### src/rtl/alu_ctrl_sequencer.sv
// Request-side sequencer for the 64-bit datapath ALU: decodes instruction fields, drives the ALU and returns result/Zero.
// Optional macro ALU_SEQ_NOR_EN enables the class 10 / f3=100 / f7b5=1 NOR encoding (otherwise illegal).
module alu_ctrl_sequencer #(
    parameter int DATA_W  = 64,
    parameter int SHAMT_W = 6
) (
    input  logic              clk,
    input  logic              reset,
    input  logic              req_valid,
    output logic              req_ready,
    input  logic [1:0]        req_class,
    input  logic [2:0]        req_funct3,
    input  logic              req_f7b5,
    input  logic [DATA_W-1:0] req_a,
    input  logic [DATA_W-1:0] req_b,
    output logic [DATA_W-1:0] alu_a,
    output logic [DATA_W-1:0] alu_b,
    output logic [3:0]        alu_op,
    input  logic [DATA_W-1:0] alu_result,
    input  logic              alu_zero,
    output logic              rsp_valid,
    input  logic              rsp_ready,
    output logic [DATA_W-1:0] rsp_result,
    output logic              rsp_zero,
    output logic              rsp_illegal
);

    // state | meaning
    // IDLE  | waiting for a request, req_ready high
    // EXEC  | single ALU cycle, result captured at end of cycle
    // SHIFT | repeated doubling through the adder, cnt cycles left
    // RESP  | response held until rsp_ready
    typedef enum logic [1:0] {IDLE, EXEC, SHIFT, RESP} state_t;

    localparam logic [3:0] OP_AND = 4'b0000;
    localparam logic [3:0] OP_OR  = 4'b0001;
    localparam logic [3:0] OP_ADD = 4'b0010;
    localparam logic [3:0] OP_SUB = 4'b0110;
    localparam logic [3:0] OP_NOR = 4'b1100;

    state_t             state;
    logic [SHAMT_W-1:0] cnt;
    logic [SHAMT_W-1:0] shamt;
    logic [3:0]         dec_op;
    logic               dec_illegal;
    logic               dec_shift;

    assign shamt     = req_b[SHAMT_W-1:0];
    assign req_ready = (state == IDLE) && !reset;

    always_comb begin
        dec_op      = OP_ADD;
        dec_illegal = 1'b0;
        dec_shift   = 1'b0;
        case (req_class)
            2'b00: dec_op = OP_ADD;
            2'b01: dec_op = OP_SUB;
            default: begin
                case (req_funct3)
                    3'b000: dec_op = (req_class == 2'b10 && req_f7b5) ? OP_SUB : OP_ADD;
                    3'b111: dec_op = OP_AND;
                    3'b110: dec_op = OP_OR;
                    3'b001: begin
                        dec_shift   = !req_f7b5;
                        dec_illegal = req_f7b5;
                    end
`ifdef ALU_SEQ_NOR_EN
                    3'b100: begin
                        dec_op      = OP_NOR;
                        dec_illegal = !(req_class == 2'b10 && req_f7b5);
                    end
`endif
                    default: dec_illegal = 1'b1;
                endcase
            end
        endcase
    end

    always_ff @(posedge clk or posedge reset) begin
        if (reset) begin
            state       <= IDLE;
            cnt         <= '0;
            alu_a       <= '0;
            alu_b       <= '0;
            alu_op      <= '0;
            rsp_valid   <= 1'b0;
            rsp_result  <= '0;
            rsp_zero    <= 1'b0;
            rsp_illegal <= 1'b0;
        end else begin
            case (state)
                IDLE: begin
                    if (req_valid) begin
                        if (dec_illegal) begin
                            rsp_valid   <= 1'b1;
                            rsp_illegal <= 1'b1;
                            rsp_result  <= '0;
                            rsp_zero    <= 1'b0;
                            state       <= RESP;
                        end else if (dec_shift && shamt != '0) begin
                            alu_a  <= req_a;
                            alu_b  <= req_a;
                            alu_op <= OP_ADD;
                            cnt    <= shamt;
                            state  <= SHIFT;
                        end else if (dec_shift) begin
                            // zero shift degenerates to a pass-through via OR with 0
                            alu_a  <= req_a;
                            alu_b  <= '0;
                            alu_op <= OP_OR;
                            state  <= EXEC;
                        end else begin
                            alu_a  <= req_a;
                            alu_b  <= req_b;
                            alu_op <= dec_op;
                            state  <= EXEC;
                        end
                    end
                end
                EXEC: begin
                    rsp_result <= alu_result;
                    rsp_zero   <= alu_zero;
                    rsp_valid  <= 1'b1;
                    state      <= RESP;
                end
                SHIFT: begin
                    alu_a <= alu_result;
                    alu_b <= alu_result;
                    cnt   <= cnt - 1'b1;
                    if (cnt == SHAMT_W'(1)) begin
                        rsp_result <= alu_result;
                        rsp_zero   <= alu_zero;
                        rsp_valid  <= 1'b1;
                        state      <= RESP;
                    end
                end
                RESP: begin
                    if (rsp_ready) begin
                        rsp_valid   <= 1'b0;
                        rsp_illegal <= 1'b0;
                        state       <= IDLE;
                    end
                end
                default: state <= IDLE;
            endcase
        end
    end

endmodule
### config.mk
export PLATFORM = sky130hd
export DESIGN_NAME = alu_ctrl_sequencer
export DESIGN_NICKNAME = d
export VERILOG_FILES = /design/src/rtl/alu_ctrl_sequencer.sv
export SDC_FILE = /design/constraint.sdc
export NUM_CORES = 1
export LEC_CHECK = 0
export BUFFER_PORTS_ARGS = -buffer_cell sky130_fd_sc_hd__buf_4
export CORE_AREA = 2 2 158 160
export DETAILED_ROUTE_END_ITERATION = 10
export DIE_AREA = 0 0 160 162
export GPL_TIMING_DRIVEN = 0
export PLACE_DENSITY = 0.78
export SLEW_MARGIN = 20
export SYNTH_ARGS = -nofsm -noshare
export SYNTH_HDL_FRONTEND = slang
export SYNTH_SLANG_ARGS = --single-unit
export TNS_END_PERCENT = 5
### constraint.sdc
create_clock -name clk -period 6.98 [get_ports clk]
set_input_delay 0.698 -clock clk [delete_from_list [all_inputs] [get_ports clk]]
set_output_delay 0.698 -clock clk [all_outputs]
set_load 0.02 [all_outputs]
======== Yosys cells after proc, flatten, opt, wreduce, memory -nomap -nowiden ========
Cells that the tools add are included.
word-level totals
  flip-flop bits (word level) ............. 207
  input port bits ......................... 203
  word-level logic and storage cells ...... 88
cells by class
  add/subtract/negate cells ............... 1
  eq/ne operators ......................... 15
  muxes and demuxes ....................... 41
  bitwise logic cells ..................... 1
  reduce and logical (&&, ||, !) cells .... 21
operators with widths
  operator                                                               number
  64-bit two-way mux                                                     9
  64-bit case mux with 2 select lines                                    2
  64-bit case mux with 3 select lines                                    1
  6-bit two-way mux                                                      3
  4-bit AND reduction                                                    4
  6-bit case mux with 2 select lines                                     1
  1-bit two-way mux                                                      10
  2-bit two-way mux                                                      5
  2-bit != test, second input constant                                   5
  3-bit case mux with 3 select lines                                     1
  3-bit AND reduction                                                    3
  4-bit two-way mux                                                      2
  2-bit case mux with 4 select lines                                     1
  2-bit equality test, second input constant                             3
  3-bit equality test, second input constant                             2
  6-bit by 1-bit equality test with 1-bit output, second input constant  1
  3-bit case mux with 2 select lines                                     1
  6-bit nonzero test                                                     1
  6-bit by 1-bit subtractor with 6-bit output, second input constant     1
  2-bit by 1-bit equality test with 1-bit output, second input constant  2
  2-bit logical NOT                                                      2
  1-bit case mux with 2 select lines                                     2
  1-bit case mux with 4 select lines                                     1
  2-bit nonzero test                                                     2
  other kinds (11)                                                       14

======== Depth between registers and ports, before layout ========
Gate-level depths: netlist of run 1.
  depth after elaboration ................. 8
  mapped depth ............................ 11
  gate-level depth less buffers ........... 7

======== Least setup slack after synthesis of run 1 ========
OpenSTA, ideal clock, no wires.
  path type ............................... input to register
  from .................................... in req_b[0]
  to ...................................... reg alu_b[10]
  arrival time ............................ 2142 ps
  setup slack ............................. 4706 ps
  stages on the path ...................... 7
  buffers on the path ..................... 2
  cells stage by stage .................... or4_4 o211a_4 buf_6 buf_6 a221o_1 o21ai_0 o21ai_1
on the way
  cells in the longest elaborated chain, start to end .. 6
ends and longest elaborated chain
  element                              RTL line  RTL
  start: declaration                   15        input logic [DATA_W-1:0] req_b,
  6-bit nonzero test                   100       end else if (dec_shift && shamt != '0) begin
  1-bit logical AND                    100
  64-bit two-way mux                   100
  64-bit two-way mux                   94        if (dec_illegal) begin
  64-bit two-way mux                   93        if (req_valid) begin
  64-bit case mux with 2 select lines  91        case (state)
  end signal: assignment               102       alu_b <= req_a;
  end signal: assignment               114       alu_b <= req_b;
  end signal: assignment               128       alu_b <= alu_result;
  end: declaration                     17        output logic [DATA_W-1:0] alu_b,
No other way between the ends. The select of a mux whose other input is x is not followed.
A chain may end at the register's enable or synchronous reset.

======== Worst setup path after layout of run 1 ========
  from .................................... reg state[1]
  to ...................................... reg alu_b[0]
on the way
  cells in the longest elaborated chain, start to end .. 3
ends and longest elaborated chain
  element                                                        RTL line  RTL
  start: declaration                                             41        state_t state;
  start signal: assignment                                       81        state <= IDLE;
  start signal: assignment                                       99        state <= RESP;
  start signal: assignment                                       105       state <= SHIFT;
  2-bit equality test or 2-bit logical NOT (tied branches)       91
  2-bit nonzero test (no line) or 2-bit != test (tied branches)  n/a
  3-bit AND reduction (no line)                                  n/a
Parallel ways exist; a longest one is shown, timed or not.

==> results.cfg, run 1 <==
[placed_design]
routabilityCongestion = 0.8944
portBuffers = 401
dp_slack_ns = 3.451
dp_hpwl_um = 28000

[power_and_ir_drop]
power_frac_clock = 0.181
power_density_nw_per_um2 = 549.9
p_comb_frac = 0.548
power_frac_seq = 0.271
ir_drop_mv = 0.2534
p_sw_mw = 3.561
power_mw = 7.774
intPower_mw = 4.213
p_leak_nw = 6.835
switching_share = 0.4581

[synth]
yosysWarnings = 0
synth_edf_count = 0
yosys-top-cells-count = nand2_1, dfrtp_1, o21ai_0
synth_cell_type_count = 43
yosys-top-cells-area = dfrtp_1, nand2_1, mux2i_1
synth.avg_cell_area_um2 = 9.351
ys.flop_type = dfrtp_1
netlist.area_leader.share = 0.5271
synth_cells = 1046
async_flop_share = 1.000
yosysTopAreaCell = dfrtp_1
syn_nets = 1256
ys_seq_area_frac = 0.5271
synth_seq_cells = 206
synth_most_common_cell = nand2_1
synthesis.area_um2 = 9781

[grt]
gr-total-overflow = 0
grt_pass1_wl_um = 58510
grt_pass1_vias = 10147
grt_start_max_net_pins = 85
track_usage = 0.2855
grt_antenna_before_repair = 0

[timing]
fin_skew_ns = 0.01714
maxSlewHeadroom = 0.3911
fmax_mhz = 290.6
hold_viol_final = 0
setup_tns_ns = 0
setup_viol = 0
min_period_ns = 3.441
final_max_slew_viol_count = 0
tightest_slew_ns = 0.9134
period_share = 0.4930
setup_slack_ns = 3.539
rsz0062_at_grt = no

[run_status]
status = finished clean

[cells_and_area]
final_nets = 1684
multi_input_area_um2 = 4197
fillers = 2148
drive_above_1_share = 0.3246
regArea_um2 = 5155
diodes = 0
fin_util = 0.5865
syn2layout_area_growth_pct = 44.54

[worst_setup_path]
arrival_ns = 3.87
critPathMaxFanout = 10
crit_required_ns = 7.41
r2r_slack_ns = 3.54
endpoint_kind = register
start_kind = register
crit_type = reg2reg

[routing]
routed_via_density = 5.549
remaining_drc_errors = 0
wl_per_cell_um = 20.75
drt_first_pass_iters = 5
via_count = 10072
ant_nets = 0
routed_wirelength_um = 37650
drt_iter0_markers = 784

[clock_network]
postCtsSetupBuffers = 0
cts_tree = done
cts_max_path_buffers = 3
clock_latency_ns = 0.52
cts_resized = 0
clk_pin_slew_ns = 0.06
cts_hold_buf = 0
numCtsBuffers = 23
clockRootBuffer = clkbuf_16
htree_levels = 1
cts_sinks = 206

[die]
die_area_um2 = 25920
boundaryPins = 403
rows = 57
initial_core_util = 0.4057
design.core.area_um2 = 24110
die_x_um = 160
die_h_um = 162

[job]
max-cap-violations = 0

[worst_hold_path]
hold_path_class = in2async
-- sequential cells by signal (all words and copies together) (netlist names) --
| name | count |
|---|---|
| alu_b | 64 |
| rsp_result | 64 |
| rsp_valid | 1 |
| state | 2 |
| rsp_illegal | 1 |
| alu_op | 3 |
| alu_a | 64 |
| rsp_zero | 1 |
| cnt | 6 |
-- cells in the final DEF, fill, tap and decap left out, types with 2 or more instances in the layout --
cell	Yosys	layout
or3_1	2	2
nor2b_1	2	2
mux2i_1	69	69
and3_1	2	2
buf_6	4	4
bufinv_16	0	6
clkinv_2	0	4
and2_1	2	2
a21oi_1	7	7
nor3_1	11	11
o21ai_0	136	136
clkbuf_8	0	6
clkbuf_1	53	54
o21a_1	2	2
buf_1	2	2
nor2_1	9	9
a221o_1	65	65
nand3_1	4	4
dfrtp_1	206	206
inv_1	9	8
a21boi_2	2	2
nand2_1	271	271
buf_4	2	403
buf_2	25	25
ha_1	7	7
o21ai_1	132	132
a31oi_1	3	3
clkbuf_16	0	23
buf_16	0	2
-- power by group through the flow --
stage,Sequential [mW],Combinational [mW],Clock [mW]
floorplan,2.69,1.87,0
global placement,2.09,4.17,0
detailed placement,2.11,4.27,0
CTS,2.10,4.28,1.42
global route,2.16,4.65,1.47
finish,2.10,4.26,1.41
-- worst max-delay path: stages (launching register included) --
cell      delay (ns)
dfrtp_1         0.43
inv_1           0.10
ha_1            0.29
and2_1          0.18
a21boi_2        0.20
a21oi_1         0.61
buf_2           0.47
buf_2           0.39
buf_6           0.22
buf_2           0.28
nand2_1         0.09
o21ai_1         0.09
-- metal layers --
| layer | wire (um) | share of wire | GRT usage | vias up |
|---|---|---|---|---|
| met5 | 0 | 0 | 0 | - |
| met3 | 3441 | 0.091 | 0.07201 | 100 |
| met2 | 18150 | 0.48 | 0.4868 | 540 |
| li1 | - | - | - | 4535 |
| met4 | 1479 | 0.039 | 0.1069 | 0 |
| met1 | 14580 | 0.39 | 0.3520 | 4897 |
-- logic make-up after synthesis --
group,synth area share
AO/OA/AOI/OAI,0.2236
buffers and inverters,0.04388
multiplexers,0.07062
flip-flops,0.5271
other,0.0003834
adder cells (fa/ha/maj),0.008954
AND/OR/NAND/NOR,0.1255
-- path summary, 6_finish.rpt --
kind	startpoint	end	depth (start not counted)
min	reset	alu_op[0]	2
max in group asynchronous	reset	rsp_result[22]	4
min in group clk	req_class[1]	alu_op[1]	2
min reg2reg	alu_a[33]	alu_a[33]	2
max	state[1]	alu_b[0]	11
max reg2reg	state[1]	alu_b[0]	11
-- through the flow --
step	cells	hold slack [ns]	cell area [um^2]
floorplan	1046	0.5098	9781
global placement	1771	0.4641	13200
detailed placement	1773	0.4713	13260
CTS	1815	0.2195	14140
global route	1815	0.2374	14140
finish	1815	0.2143	14140
-- area by class of cell --
cell class,count,share of cell area
Inverter,10,0.003186
Clock inverter,12,0.01531
Multi-Input combinational cell,744,0.2968
Tap cell,324,0.02868
Timing Repair Buffer,403,0.2168
Buffer,86,0.02770
Clock buffer,30,0.04682
Sequential cell,206,0.3646
Power figures use the tool's default switching activity.
==> inputs of run 2 (changes only) <==
--- a/config.mk
+++ b/config.mk
@@ -6,11 +6,11 @@
 export NUM_CORES = 1
 export LEC_CHECK = 0
 export BUFFER_PORTS_ARGS = -buffer_cell sky130_fd_sc_hd__buf_4
-export CORE_AREA = 2 2 158 160
+export CORE_AREA = 2 2 157 159
 export DETAILED_ROUTE_END_ITERATION = 10
-export DIE_AREA = 0 0 160 162
+export DIE_AREA = 0 0 159 161
 export GPL_TIMING_DRIVEN = 0
-export PLACE_DENSITY = 0.78
+export PLACE_DENSITY = 0.82
 export SLEW_MARGIN = 20
 export SYNTH_ARGS = -nofsm -noshare
 export SYNTH_HDL_FRONTEND = slang
==> constraint.sdc (replaced) <==
create_clock -name clk -period 2.8 [get_ports clk]
set_input_delay 0.28 -clock clk [delete_from_list [all_inputs] [get_ports clk]]
set_output_delay 0.28 -clock clk [all_outputs]
set_load 0.02 [all_outputs]
==> run 2 against run 1 <==
Effect of this change:
- critical path depth decreased by 3
- clock-buffer cell count decreased by 1
- first-iteration DRC count increased by 29%
- critical path type unchanged
- largest cell class unchanged
- largest power group unchanged
==> results.cfg, run 2 (same netlist as run 1, synthesis figures left out) <==
[run_status]
status = finished clean

[clock_network]
numCtsBuffers = 23
clk_pin_slew_ns = 0.06
cts_max_path_buffers = 3
htree_levels = 1
cts_tree = done
clockRootBuffer = clkbuf_16
postCtsSetupBuffers = 0
cts_sinks = 206
clock_latency_ns = 0.51

[power_and_ir_drop]
p_sw_mw = 8.889
p_leak_nw = 6.828
power_mw = 19.09
power_frac_clock = 0.163
power_density_nw_per_um2 = 1350
p_comb_frac = 0.563
intPower_mw = 10.20
power_frac_seq = 0.274
switching_share = 0.4656
ir_drop_mv = 0.6809

[routing]
routed_wirelength_um = 37660
ant_nets = 0
routed_via_density = 5.606
wl_per_cell_um = 20.73
drt_first_pass_iters = 5
via_count = 10187
drt_iter0_markers = 1010
remaining_drc_errors = 0

[worst_setup_path]
cp-endpoint = alu_a[63]
arrival_ns = 3.04
crit_required_ns = 3.15
r2r_end = alu_a[63]
crit_type = reg2reg
critPathMaxFanout = 19
critical_path.startpoint = state[1]
crit-reg2reg-launch = state[1]
r2r_slack_ns = 0.11
endpoint_kind = register
rr_worst_depth = 8
start_kind = register

[timing]
fin_skew_ns = 0.01660
min_period_ns = 2.695
setup_viol = 0
period_share = 0.9625
fmax_mhz = 371.1
tightest_slew_ns = 0.8771
final_max_slew_viol_count = 0
rsz0062_at_grt = yes
maxSlewHeadroom = 0.4153
hold_viol_final = 0

[die]
rows = 57
boundaryPins = 403
initial_core_util = 0.4082
die_h_um = 161
design.core.area_um2 = 23960
die_x_um = 159
die_area_um2 = 25600

[cells_and_area]
final_cell_mix = buf_4, nand2_1, dfrtp_1, o21ai_0, o21ai_1
layout_commonest_cell = buf_4
drive_above_1_share = 0.3269
diodes = 0
fillers = 2092
finalNonFillerCells = 1817
largestRegisters = alu_a (64), alu_b (64), rsp_result (64)
final_nets = 1690
syn2layout_area_growth_pct = 44.65

[placed_design]
portBuffers = 401
dp_hpwl_um = 28520
routabilityCongestion = 0.9133
placedCellCount = 1778

[grt]
grt_pass1_vias = 10258
grt_start_max_net_pins = 35
grt_antenna_before_repair = 0
track_usage = 0.2828
grt_pass1_wl_um = 57370
gr-total-overflow = 0

[job]
max-cap-violations = 0

[worst_hold_path]
hold_path_class = in2reg
hold_depth = 3
[run 2: cell types whose count changed in the layout (fill, tap and decap cells not counted), sizes merged]
cell / change
inv: -2
bufinv: -3
dlygate4sd3: +2
clkinvlp: +2
buf: +3
[run 2: per-layer routing]
metal | vias up | global-route usage | share of wire
li1 | 4553 | - | -
met1 | 4900 | 0.3469 | 0.38
met2 | 611 | 0.4875 | 0.49
met3 | 123 | 0.05547 | 0.086
met4 | 0 | 0.1244 | 0.044
met5 | - | 0 | 0
[run 2: stage by stage]
stage	instance area (um^2)	util	worst slack (ns)	TNS, ns	hold WS [ns]
after floorplan	9784	-	-0.1523	-31.37	0.3761
after global placement	13200	0.5509	-1.426	-348.85	0.4612
after detailed placement	13340	0.5567	-0.6352	-66.28	0.3385
after CTS	14140	0.5900	0.04594	0	0.01264
after global routing	14150	0.5904	-0.02563	-0.02814	0.02773
final	14150	0.5904	0.1050	0	0.03087
[run 2: worst min path at each step]
stage	to	from	slack, ns
after floorplan	alu_op[1]	req_class[1]	0.38
after global placement	alu_b[31]	alu_b[31]	0.46
after detailed placement	alu_a[57]	reset	0.34
after CTS	rsp_result[47]	alu_result[47]	0.01
after global routing	rsp_zero	alu_zero	0.03
final	rsp_result[47]	alu_result[47]	0.03
[run 2: what timing repair did]
item,4_1_cts,5_1_grt
setup endpoints to repair,193,66
gates resized for setup,6,5
hold buffers,2,0
hold endpoints to repair,28,0
[run 2: layout make-up]
cell class / count / area [um^2] / share of cell area
clock buffers: 29 / 638.1 / 0.04510
plain buffers: 85 / 396.6 / 0.02804
flip-flops and latches: 206 / 5155 / 0.3644
repair buffers: 410 / 3171 / 0.2241
clock inverters: 9 / 125.1 / 0.008844
well taps: 324 / 405.4 / 0.02865
inverters: 10 / 42.54 / 0.003007
multi-input cells: 744 / 4214 / 0.2979
[run 2: critical path, cell delays in order, from the launching register on]
cell	delay [ns]
dfrtp_1	0.43
inv_1	0.08
ha_1	0.26
and2_1	0.18
a21boi_2	0.20
a21oi_4	0.28
buf_4	0.37
clkbuf_1	0.50
o21ai_0	0.21
[run 2: power groups by stage]
stage	sequential, mW	clock (mW)	combinational (mW)
floorplan	6.70	0	4.66
global placement	5.19	0	10.4
detailed placement	5.25	0	10.7
CTS	5.22	3.14	10.7
global route	5.39	3.26	11.6
finish	5.24	3.10	10.8
